$ cat config.mk
export PLATFORM = sky130hd
export DESIGN_NAME = window_seq_ctrl_flat
export DESIGN_NICKNAME = d
export VERILOG_FILES = /design/src/rtl/window_seq_if.sv /design/src/rtl/window_seq_ctrl.sv /design/src/flat_wrapper.sv
export SDC_FILE = /design/constraint.sdc
export NUM_CORES = 1
export LEC_CHECK = 0
export CELL_PAD_IN_SITES_DETAIL_PLACEMENT = 1
export CELL_PAD_IN_SITES_GLOBAL_PLACEMENT = 1
export CORE_AREA = 3 3 104 106
export CTS_CLUSTER_SIZE = 24
export DETAILED_ROUTE_END_ITERATION = 10
export DIE_AREA = 0 0 107 109
export PLACE_DENSITY_LB_ADDON = 0.25
export SYNTH_ARGS = -nofsm -noshare
export SYNTH_HDL_FRONTEND = slang
export SYNTH_SLANG_ARGS = --single-unit
$ cat constraint.sdc
create_clock -name clk -period 2.9 [get_ports clk]
set_input_delay 0.435 -clock clk [delete_from_list [all_inputs] [get_ports clk]]
set_output_delay 0.435 -clock clk [all_outputs]
set_load 0.01 [all_outputs]
$ cat src/rtl/window_seq_if.sv
// Handshake/bus bundle for window_seq_ctrl.
// master: frame/pixel source side (drives start, cont, vsync, pix_valid, pix_data).
// slave : sequencer side (drives line-buffer, window and status outputs).
// When WINDOW_STATS_EN is defined the bundle also carries win_count[19:0].
interface window_seq_if #(
    parameter int unsigned DW = 12,
    parameter int unsigned CW = 10
) ();
    logic          start;
    logic          cont;
    logic          vsync;
    logic          pix_valid;
    logic [DW-1:0] pix_data;

    logic          lb_valid;
    logic [DW-1:0] lb_data;
    logic          lb_clear;
    logic [CW-1:0] col;
    logic [CW-1:0] row;
    logic          win_valid;
    logic [CW-1:0] win_col;
    logic [CW-1:0] win_row;
    logic          busy;
    logic          frame_done;
    logic          frame_err;
`ifdef WINDOW_STATS_EN
    logic [19:0]   win_count;
`endif

    modport master (
        output start, cont, vsync, pix_valid, pix_data,
        input  lb_valid, lb_data, lb_clear, col, row,
        input  win_valid, win_col, win_row, busy, frame_done, frame_err
`ifdef WINDOW_STATS_EN
        , input win_count
`endif
    );

    modport slave (
        input  start, cont, vsync, pix_valid, pix_data,
        output lb_valid, lb_data, lb_clear, col, row,
        output win_valid, win_col, win_row, busy, frame_done, frame_err
`ifdef WINDOW_STATS_EN
        , output win_count
`endif
    );
endinterface

$ cat src/rtl/window_seq_ctrl.sv
// Frame sequencer for the 3x3 line-buffer window generator.
// Arms on start, syncs to camera vsync, gates pixels into the line-buffer
// chain with column/row tags, flushes the buffers at frame start and flags
// each pixel that completes a 3x3 window (with the window centre).
//
// Ports:
//   clk  - system clock
//   rst  - asynchronous, active-high reset
//   bus  - window_seq_if.slave:
//          in : start, cont, vsync, pix_valid, pix_data[DW]
//          out: lb_valid, lb_data[DW], lb_clear, col[CW], row[CW],
//               win_valid, win_col[CW], win_row[CW], busy,
//               frame_done, frame_err
//               win_count[20] (only with WINDOW_STATS_EN)
//
// Optional feature macro: WINDOW_STATS_EN (per-frame window count).
// CW must satisfy 2^CW > max(COL_NUM, ROW_NUM).
module window_seq_ctrl #(
    parameter int unsigned DW      = 12,
    parameter int unsigned COL_NUM = 640,
    parameter int unsigned ROW_NUM = 480,
    parameter int unsigned CW      = 10
) (
    input  logic        clk,
    input  logic        rst,
    window_seq_if.slave bus
);
    localparam logic [CW-1:0] COL_LAST = CW'(COL_NUM - 1);
    localparam logic [CW-1:0] ROW_LAST = CW'(ROW_NUM - 1);
    localparam logic [CW-1:0] WIN_MIN  = CW'(2);
    localparam logic [CW-1:0] ONE      = CW'(1);

    typedef enum logic [2:0] {
        IDLE   = 3'd0,
        ARMED  = 3'd1,
        SYNC   = 3'd2,
        ACTIVE = 3'd3,
        DONE   = 3'd4
    } state_t;

    state_t        state;
    logic          vsync_q;
    logic          first_q;
    logic [CW-1:0] col_cnt;
    logic [CW-1:0] row_cnt;

    logic          lb_valid_q;
    logic [DW-1:0] lb_data_q;
    logic          lb_clear_q;
    logic [CW-1:0] col_q;
    logic [CW-1:0] row_q;
    logic          win_valid_q;
    logic [CW-1:0] win_col_q;
    logic [CW-1:0] win_row_q;
    logic          busy_q;
    logic          frame_done_q;
    logic          frame_err_q;

    logic          vs_rise_c;
    logic          vs_fall_c;
    logic          last_c;
    logic          win_c;

    assign vs_rise_c = bus.vsync & ~vsync_q;
    assign vs_fall_c = ~bus.vsync & vsync_q;
    assign last_c    = (col_cnt == COL_LAST) && (row_cnt == ROW_LAST);
    assign win_c     = (col_cnt >= WIN_MIN) && (row_cnt >= WIN_MIN);

    // Sequencer state, counters and all registered outputs.
    always_ff @(posedge clk or posedge rst) begin
        if (rst) begin
            state        <= IDLE;
            vsync_q      <= 1'b0;
            first_q      <= 1'b0;
            col_cnt      <= '0;
            row_cnt      <= '0;
            lb_valid_q   <= 1'b0;
            lb_data_q    <= '0;
            lb_clear_q   <= 1'b0;
            col_q        <= '0;
            row_q        <= '0;
            win_valid_q  <= 1'b0;
            win_col_q    <= '0;
            win_row_q    <= '0;
            busy_q       <= 1'b0;
            frame_done_q <= 1'b0;
            frame_err_q  <= 1'b0;
        end else begin
            vsync_q      <= bus.vsync;
            lb_valid_q   <= 1'b0;
            lb_clear_q   <= 1'b0;
            win_valid_q  <= 1'b0;
            frame_done_q <= 1'b0;
            frame_err_q  <= 1'b0;

            case (state)
                IDLE: begin
                    if (bus.start) begin
                        state  <= ARMED;
                        busy_q <= 1'b1;
                    end
                end

                ARMED: begin
                    if (vs_rise_c) begin
                        state <= SYNC;
                    end
                end

                SYNC: begin
                    if (vs_fall_c) begin
                        state   <= ACTIVE;
                        col_cnt <= '0;
                        row_cnt <= '0;
                        first_q <= 1'b1;
                    end
                end

                ACTIVE: begin
                    // Flush is issued out of the first ACTIVE cycle, aligned
                    // with that cycle's (possible) pixel write.
                    first_q    <= 1'b0;
                    lb_clear_q <= first_q;
                    // The last pixel completes the frame even if vsync rises with it.
                    if (bus.pix_valid && (last_c || !vs_rise_c)) begin
                        lb_valid_q  <= 1'b1;
                        lb_data_q   <= bus.pix_data;
                        col_q       <= col_cnt;
                        row_q       <= row_cnt;
                        win_valid_q <= win_c;
                        if (win_c) begin
                            win_col_q <= col_cnt - ONE;
                            win_row_q <= row_cnt - ONE;
                        end
                        if (col_cnt == COL_LAST) begin
                            col_cnt <= '0;
                            row_cnt <= row_cnt + ONE;
                        end else begin
                            col_cnt <= col_cnt + ONE;
                        end
                        if (last_c) begin
                            frame_done_q <= 1'b1;
                            state        <= DONE;
                        end
                    end else if (vs_rise_c) begin
                        // Early vsync: abandon this frame and resync.
                        frame_err_q <= 1'b1;
                        state       <= SYNC;
                    end
                end

                DONE: begin
                    if (bus.cont) begin
                        state <= ARMED;
                    end else begin
                        state  <= IDLE;
                        busy_q <= 1'b0;
                    end
                end

                default: begin
                    state  <= IDLE;
                    busy_q <= 1'b0;
                end
            endcase
        end
    end

    assign bus.lb_valid   = lb_valid_q;
    assign bus.lb_data    = lb_data_q;
    assign bus.lb_clear   = lb_clear_q;
    assign bus.col        = col_q;
    assign bus.row        = row_q;
    assign bus.win_valid  = win_valid_q;
    assign bus.win_col    = win_col_q;
    assign bus.win_row    = win_row_q;
    assign bus.busy       = busy_q;
    assign bus.frame_done = frame_done_q;
    assign bus.frame_err  = frame_err_q;

`ifdef WINDOW_STATS_EN
    logic [19:0] win_run_q;
    logic [19:0] win_count_q;

    // Running window count per frame; published only on a clean frame end.
    // frame_done coincides with the final window, so that one is added in.
    always_ff @(posedge clk or posedge rst) begin
        if (rst) begin
            win_run_q   <= '0;
            win_count_q <= '0;
        end else begin
            if (lb_clear_q) begin
                win_run_q <= '0;
            end else if (win_valid_q) begin
                win_run_q <= win_run_q + 20'd1;
            end
            if (frame_done_q) begin
                win_count_q <= win_run_q + 20'(win_valid_q);
            end
        end
    end

    assign bus.win_count = win_count_q;
`endif

endmodule

$ cat src/flat_wrapper.sv
// flat-port wrapper written by rule: the top's interface ports become plain ports
module window_seq_ctrl_flat 
#(
    parameter int unsigned DW      = 12,
    parameter int unsigned COL_NUM = 640,
    parameter int unsigned ROW_NUM = 480,
    parameter int unsigned CW      = 10
)
  (clk, rst, bus_start, bus_cont, bus_vsync, bus_pix_valid, bus_pix_data, bus_lb_valid, bus_lb_data, bus_lb_clear, bus_col, bus_row, bus_win_valid, bus_win_col, bus_win_row, bus_busy, bus_frame_done, bus_frame_err);
  window_seq_if #(.DW(DW), .CW(CW)) bus_i ();
  input  logic clk;
  input  logic rst;
  input wire logic [$bits(bus_i.start)-1:0] bus_start;
  input wire logic [$bits(bus_i.cont)-1:0] bus_cont;
  input wire logic [$bits(bus_i.vsync)-1:0] bus_vsync;
  input wire logic [$bits(bus_i.pix_valid)-1:0] bus_pix_valid;
  input wire logic [$bits(bus_i.pix_data)-1:0] bus_pix_data;
  output wire logic [$bits(bus_i.lb_valid)-1:0] bus_lb_valid;
  output wire logic [$bits(bus_i.lb_data)-1:0] bus_lb_data;
  output wire logic [$bits(bus_i.lb_clear)-1:0] bus_lb_clear;
  output wire logic [$bits(bus_i.col)-1:0] bus_col;
  output wire logic [$bits(bus_i.row)-1:0] bus_row;
  output wire logic [$bits(bus_i.win_valid)-1:0] bus_win_valid;
  output wire logic [$bits(bus_i.win_col)-1:0] bus_win_col;
  output wire logic [$bits(bus_i.win_row)-1:0] bus_win_row;
  output wire logic [$bits(bus_i.busy)-1:0] bus_busy;
  output wire logic [$bits(bus_i.frame_done)-1:0] bus_frame_done;
  output wire logic [$bits(bus_i.frame_err)-1:0] bus_frame_err;
  assign bus_i.start = bus_start;
  assign bus_i.cont = bus_cont;
  assign bus_i.vsync = bus_vsync;
  assign bus_i.pix_valid = bus_pix_valid;
  assign bus_i.pix_data = bus_pix_data;
  assign bus_lb_valid = bus_i.lb_valid;
  assign bus_lb_data = bus_i.lb_data;
  assign bus_lb_clear = bus_i.lb_clear;
  assign bus_col = bus_i.col;
  assign bus_row = bus_i.row;
  assign bus_win_valid = bus_i.win_valid;
  assign bus_win_col = bus_i.win_col;
  assign bus_win_row = bus_i.win_row;
  assign bus_busy = bus_i.busy;
  assign bus_frame_done = bus_i.frame_done;
  assign bus_frame_err = bus_i.frame_err;
  window_seq_ctrl #(.DW(DW), .COL_NUM(COL_NUM), .ROW_NUM(ROW_NUM), .CW(CW)) u_core (.clk(clk), .rst(rst), .bus(bus_i));
endmodule
==> results of run 1 <==
## flip-flops by register name (all words and copies together) (netlist names), 3 cells and up
| signal | cells |
|---|---|
| u_core.bus.lb_data | 12 |
| u_core.bus.win_row | 10 |
| u_core.row_cnt | 10 |
| u_core.bus.win_col | 10 |
| u_core.bus.col | 10 |
| u_core.bus.row | 10 |
| u_core.col_cnt | 10 |
| u_core.state | 3 |
## cell usage in the layout, fill, tap and decap left out, types with 3 or more instances in the layout
master	count
nor3_1	11
or3_1	12
mux2_4	18
and3_1	5
o31ai_1	4
nand4_1	3
o21a_1	4
mux2_1	27
buf_4	14
nand2_1	19
nor4_1	4
o21ai_0	12
a21oi_1	19
clkdlybuf4s50_1	75
clkinv_2	3
nor2_1	15
clkbuf_8	10
xor2_1	8
xnor2_1	7
nand2b_1	4
nand3_1	7
ha_1	6
mux2_2	7
inv_1	11
dfrtp_1	83
## routing by layer
metal  wire length, um  up-vias  track usage [%]
li1                  -     1381                -
met1              4590     1489             24.8
met2              4660       71             30.0
met3               473       10             3.32
met4               150        0             6.67
met5                 0        -                0
## worst min-delay path by stage
stage,start,endpoint,cells past startpoint,slack [ns]
floorplan,u_core.first_q$_DFFE_PP0P_,u_core.first_q$_DFFE_PP0P_,1,0.46
global placement,u_core.bus.lb_data[0]$_DFFE_PP0P_,u_core.bus.lb_data[0]$_DFFE_PP0P_,1,0.47
detailed placement,u_core.bus.row[1]$_DFFE_PP0P_,u_core.bus.row[1]$_DFFE_PP0P_,1,0.48
CTS,u_core.bus.row[1]$_DFFE_PP0P_,u_core.bus.row[1]$_DFFE_PP0P_,1,0.49
global route,u_core.bus.row[1]$_DFFE_PP0P_,u_core.bus.row[1]$_DFFE_PP0P_,1,0.51
finish,u_core.bus.row[6]$_DFFE_PP0P_,u_core.bus.row[6]$_DFFE_PP0P_,1,0.49
## cells in the mapped netlist (4+ instances only)
library cell	n	share of area (%)
nand2_1	19	1.8
o21a_1	4	0.74
nor4_1	4	0.62
buf_2	6	0.74
nand3_1	7	0.87
xor2_1	8	1.7
clkbuf_1	9	0.84
xnor2_1	7	1.5
nand2b_1	4	0.62
o31ai_1	4	0.74
a21oi_1	19	2.4
mux2_2	7	2.0
dfrtp_1	83	51
o21ai_0	12	1.5
mux2_4	18	6.7
and3_1	5	0.77
nor2_1	15	1.4
nor3_1	11	1.4
inv_1	12	1.1
ha_1	6	1.9
mux2_1	27	7.5
or3_1	12	1.9
## metrics by stage
stage	utilization [%]	instance area [um2]	std cells	total power, mW
after floorplan	-	4040	343	2.88
after global placement	50.4	4970	545	3.73
after detailed placement	50.4	4970	545	3.78
after CTS	52.2	5150	559	4.63
after global routing	52.2	5150	559	4.88
final	52.2	5150	559	4.55
## cell type report
type / count / share of cell area [%]
Sequential cell: 83 / 40.3
Multi-Input combinational cell: 226 / 35.0
Timing Repair Buffer: 90 / 17.0
Tap cell: 133 / 3.23
Clock buffer: 11 / 2.74
Inverter: 13 / 0.972
Clock inverter: 3 / 0.777
## kinds of logic after synthesis
logic type	count (synthesis)	synth area share [%]
compound gates	54	8.98
flops	83	51.4
simple gates	97	13.6
buf+inv	34	4.18
xor+xnor	15	3.25
mux	54	16.7
fa+ha+maj	6	1.86
## power by group through the flow
| stage | clock network, mW | registers (mW) | logic [mW] |
|---|---|---|---|
| after floorplan | 0 | 1.80 | 1.09 |
| after global placement | 0 | 1.73 | 2.00 |
| after detailed placement | 0 | 1.74 | 2.05 |
| after CTS | 0.838 | 1.72 | 2.07 |
| after global routing | 0.883 | 1.77 | 2.23 |
| final | 0.808 | 1.71 | 2.03 |
## worst max-delay path, delay by kind of cell (launching register included)
family	cells	cell delay (ns)
compound gates	3	0.93
fa+ha+maj	1	0.24
buf+inv	1	0.31
flops	1	0.48
simple gates	2	0.59
==> impl_metrics.yaml, run 1 <==
setup_path:
  cp_max_fo: 10
  r2r_setup_slack_ns: 0.28
  ff2ff_path_depth: 7
  worst_setup_path_end_kind: "flop"
  worstReg2RegEnd: "u_core.row_cnt[7]$_DFFE_PP0P_"
  crit_arrival_ns: 2.89
  crit_end: "u_core.row_cnt[7]$_DFFE_PP0P_"
  crit_path_top_delay_cell: "dfrtp_1"
  crit_chain: "ha_1, nand3_1, o31ai_1, a41oi_1, buf_4, or3_1, a21oi_1"
  start_kind: "flop"
  slowest_delay_ns: 0.48
  criticalPathCategory: "reg -> reg"
  rr_startpoint: "u_core.row_cnt[1]$_DFFE_PP0P_"
  critical_path.startpoint: "u_core.row_cnt[1]$_DFFE_PP0P_"
  cp.required_ns: 3.17
clocking:
  cts_tree: "built"
  htree_levels: 3
  clock_sinks: 83
  cts_resized: 0
  root_buffer: "clkbuf_8"
  postCtsSetupBuffers: 0
  clk_latency_ns: 0.35
  cts_made_buffers: 9
  cts.path.max_buffers: 2
  clk_pin_slew_ns: 0.08
  hold_buffers: 0
die:
  pin_count: 76
  std_cell_rows: 36
  initial_utilization_pct: 40.9
  fp.coreArea_um2: 9860
  die_w_um: 107
  die_h_um: 109
  die_area_um2: 11700
power_and_ir_drop:
  combPwrFrac_pct: 44.6
  pwr-share-clk_pct: 17.8
  powerDensity_nw_per_um2: 884
  switching_share_pct: 33.9
  p_switching_mw: 1.54
  intPower_mw: 3.01
  seqPwrFrac_pct: 37.6
  leakage_nw: 2.28
  ir_drop_mv: 0.374
grt:
  first_global_vias: 3235
  grt_pass1_wl_um: 16900
  antenna_found_initial: 0
  grt.overflow.total: 0
  grt_max_degree: 84
  grtUsageTotal_pct: 18.4
timing:
  layout_worst_path_cycle_share_pct: 90.3
  clock_skew_ns: 0.00834
  slew_headroom_pct: 32.1
  min_period_ns: 2.62
  rsz0062_at_grt: "no"
  hold_ws_ns: 0.486
  max_freq_mhz: 382
  setup_viol: 0
  worst_slew_pin_slew_ns: 1.02
  final-max-slew-violation-count: 0
  setup_slack_ns: 0.282
  fin_setup_tns_ns: 0
  hold_violations: 0
yosys:
  seq_area_frac_synth_pct: 51.4
  syn_nets: 367
  synth_edf_count: 0
  yosys_warnings: 0
  avgSynthCellArea_um2: 11.8
  syn-cell-area_um2: 4040
  netlist_instances: 343
  yosysUniqueCellTypes: 53
  synthFlopType: "dfrtp_1"
  synth-seq-cells: 83
  synthArstFlopShare_pct: 100
drt:
  wl_per_cell_um: 17.7
  num_vias: 2951
  wl_um: 9870
  drtIter0Drc: 111
  vias_per_cell: 5.28
  ant_nets: 0
  firstDrtPassIters: 4
  drc_errors: 0
cells_and_area:
  nets: 447
  regArea_um2: 2080
  num-fill-cells: 1055
  multi_input_area_um2: 1800
  n_antenna_cell: 0
  drive_gt1_share_pct: 14.6
  areaGrowthSynthToFinish_pct: 27.5
placed_design:
  portBuffers: 75
  dp_hpwl_um: 6930
  finalWeightedCongestion: 0.783
  dpl_worst_slack_ns: 0.153
min_path:
  min_path_type: "reg -> reg"
run_status:
  status: "complete, no violations"
flow_run:
  drv_cap: 0
(Power assumes the default switching activity.)
==> run 2, diff against run 1 <==
--- a/config.mk
+++ b/config.mk
@@ -11,7 +11,8 @@
 export CTS_CLUSTER_SIZE = 24
 export DETAILED_ROUTE_END_ITERATION = 10
 export DIE_AREA = 0 0 107 109
-export PLACE_DENSITY_LB_ADDON = 0.25
+export PLACE_DENSITY = 0.83
 export SYNTH_ARGS = -nofsm -noshare
 export SYNTH_HDL_FRONTEND = slang
 export SYNTH_SLANG_ARGS = --single-unit
+export TNS_END_PERCENT = 50
==> run 2 against run 1 <==
Against the previous run:
- clock skew rose by 0.0044 ns
- sequential cell count unchanged
- global-route usage grew 1.4 points
- core utilization up 1.8 points
- clock-buffer cell count shrank 2
- wire length increased by 9.5%
- sequential share of layout area fell by 1.4 points
- total power rose by 4.6%
- clock power rose by 14%
- via count increased by 4.2%
- non-clock buffer count is 21 higher
- largest cell class unchanged
- highest routed layer unchanged
==> impl_metrics.yaml, run 2 (synthesis gave the netlist of run 1 again) <==
grt:
  grt_util_met3_pct: 3.61
  grt.overflow.total: 0
  met1_usage_pct: 25.0
  first_global_vias: 3491
  grt.busiest_layer: "met2"
  grt_util_met2_pct: 34.2
  grt_max_degree: 43
  grtUsageTotal_pct: 19.8
  antenna_found_initial: 0
  grt_pass1_wl_um: 18100
setup_path:
  critical_path_buf_inv_count: 2
  criticalPathCategory: "reg -> reg"
  cp.required_ns: 3.15
  slowest_delay_ns: 0.52
  rr_startpoint: "u_core.col_cnt[2]$_DFFE_PP0P_"
  critical_path.startpoint: "u_core.col_cnt[2]$_DFFE_PP0P_"
  crit_arrival_ns: 2.99
  worst_setup_path_end_kind: "flop"
  r2r_setup_slack_ns: 0.16
  cp_max_fo: 13
  ff2ff_path_depth: 7
  crit_chain: "buf_4, nor4_4, or4b_1, o41ai_2, a211oi_4, buf_4, mux2_4"
  crit_path_top_delay_cell: "or4b_1"
  cpLargestDelayFamily: "simple AND/OR/NAND/NOR gates"
  start_kind: "flop"
  worstReg2RegEnd: "u_core.bus.win_col[4]$_DFFE_PP0P_"
  worst_path_most_repeated_cell: "buf_4"
clocking:
  postCtsSetupBuffers: 0
  cts_resized: 0
  htree_levels: 3
  clk_pin_slew_ns: 0.10
  hold_buffers: 0
  root_buffer: "clkbuf_8"
  cts_tree: "built"
  clock_sinks: 83
  cts.path.max_buffers: 2
  clk_latency_ns: 0.37
  cts_made_buffers: 9
min_path:
  min_path_type: "reg -> reg"
  min_from: "u_core.bus.lb_data[1]$_DFFE_PP0P_"
  worstHoldPathCells: 1
  whs_endpoint: "u_core.bus.lb_data[1]$_DFFE_PP0P_"
flow_run:
  drv_cap: 0
die:
  pin_count: 76
  die_area_um2: 11700
  std_cell_rows: 36
  die_h_um: 109
  initial_utilization_pct: 40.9
  die_w_um: 107
  fp.coreArea_um2: 9860
drt:
  vias_per_cell: 5.28
  wl_per_cell_um: 18.6
  num_vias: 3074
  ant_nets: 0
  drc_errors: 0
  drtIter0Drc: 141
  wl_um: 10800
  firstDrtPassIters: 4
cells_and_area:
  fin_cells: 582
  n_antenna_cell: 0
  fin_area_um2: 5330
  drive_gt1_share_pct: 19.2
  nets: 468
  largest_reg_flops: 12
  layout_common_cells: "dfrtp_1 (83), clkdlybuf4s50_1 (75), buf_4 (36)"
  areaGrowthSynthToFinish_pct: 32.0
  layout_commonest_cell: "dfrtp_1"
timing:
  hold_violations: 0
  max_freq_mhz: 364
  rsz0062_at_grt: "no"
  slew_headroom_pct: 36.1
  worst_slew_pin_slew_ns: 0.956
  fin_setup_tns_ns: 0
  setup_viol: 0
  hold_ws_ns: 0.492
  min_period_ns: 2.74
  layout_worst_path_cycle_share_pct: 94.6
  final-max-slew-violation-count: 0
  clock_skew_ns: 0.0127
power_and_ir_drop:
  seqPwrFrac_pct: 35.4
  pwr-share-clk_pct: 19.4
  combPwrFrac_pct: 45.1
  p_switching_mw: 1.65
  leakage_nw: 2.40
  switching_share_pct: 34.6
  intPower_mw: 3.11
  ir_drop_mv: 0.393
  power_mw: 4.76
  powerDensity_nw_per_um2: 893
placed_design:
  portBuffers: 75
  placed_cell_area_um2: 5110
  dp_hpwl_um: 7850
  placedCellCount: 566
  finalWeightedCongestion: 0.853
run_status:
  status: "complete, no violations"
==> run 2: worst register-to-register path, delay by kind of cell, from the launching register on <==
family,cells,cell delay [ns]
compound gates,2,0.62
buf+inv,2,0.44
simple gates,2,0.87
mux,1,0.31
flops,1,0.39
==> run 2: final cells by class <==
type                       count  area [um2]
clock buffer                   9         124
clock inverter                 7        91.3
fill                        1027        4530
inverter                      13        50.0
multi-input combinational    226        1800
sequential                    83        2080
tap                          133         166
timing repair buffer         111        1020
==> run 2: stage by stage <==
step                util, %  setup slack, ns
floorplan                 -            0.328
global placement       51.9            0.160
detailed placement     51.9           0.0942
CTS                    54.0            0.163
global route           54.0           0.0733
finish                 54.0            0.155
==> run 2: per-layer routing <==
layer  up-vias  part of all wire [%]
li1       1421                     -
met1      1549                    44
met2        83                    51
met3        21                   3.5
met4         0                   2.1
met5         -                     0
==> run 2: how the worst max path moves through the flow <==
stage / endpoint / slack (ns) / cells past startpoint
2_1_floorplan: u_core.bus.busy$_DFFE_PP0P_ / 0.33 / 1
3_3_place_gp: u_core.bus.win_col[7]$_DFFE_PP0P_ / 0.16 / 5
3_5_place_dp: u_core.bus.win_col[4]$_DFFE_PP0P_ / 0.09 / 5
4_1_cts: u_core.bus.win_col[4]$_DFFE_PP0P_ / 0.16 / 7
5_1_grt: u_core.bus.win_col[4]$_DFFE_PP0P_ / 0.07 / 7
6_report: u_core.bus.win_col[4]$_DFFE_PP0P_ / 0.16 / 7
==> run 2: power by group through the flow <==
| stage | logic (mW) | registers (mW) | clock network, mW |
|---|---|---|---|
| 2_1_floorplan | 1.09 | 1.80 | 0 |
| 3_3_place_gp | 2.06 | 1.68 | 0 |
| 3_5_place_dp | 2.15 | 1.71 | 0 |
| 4_1_cts | 2.18 | 1.69 | 0.939 |
| 5_1_grt | 2.33 | 1.74 | 0.988 |
| 6_report | 2.15 | 1.69 | 0.925 |
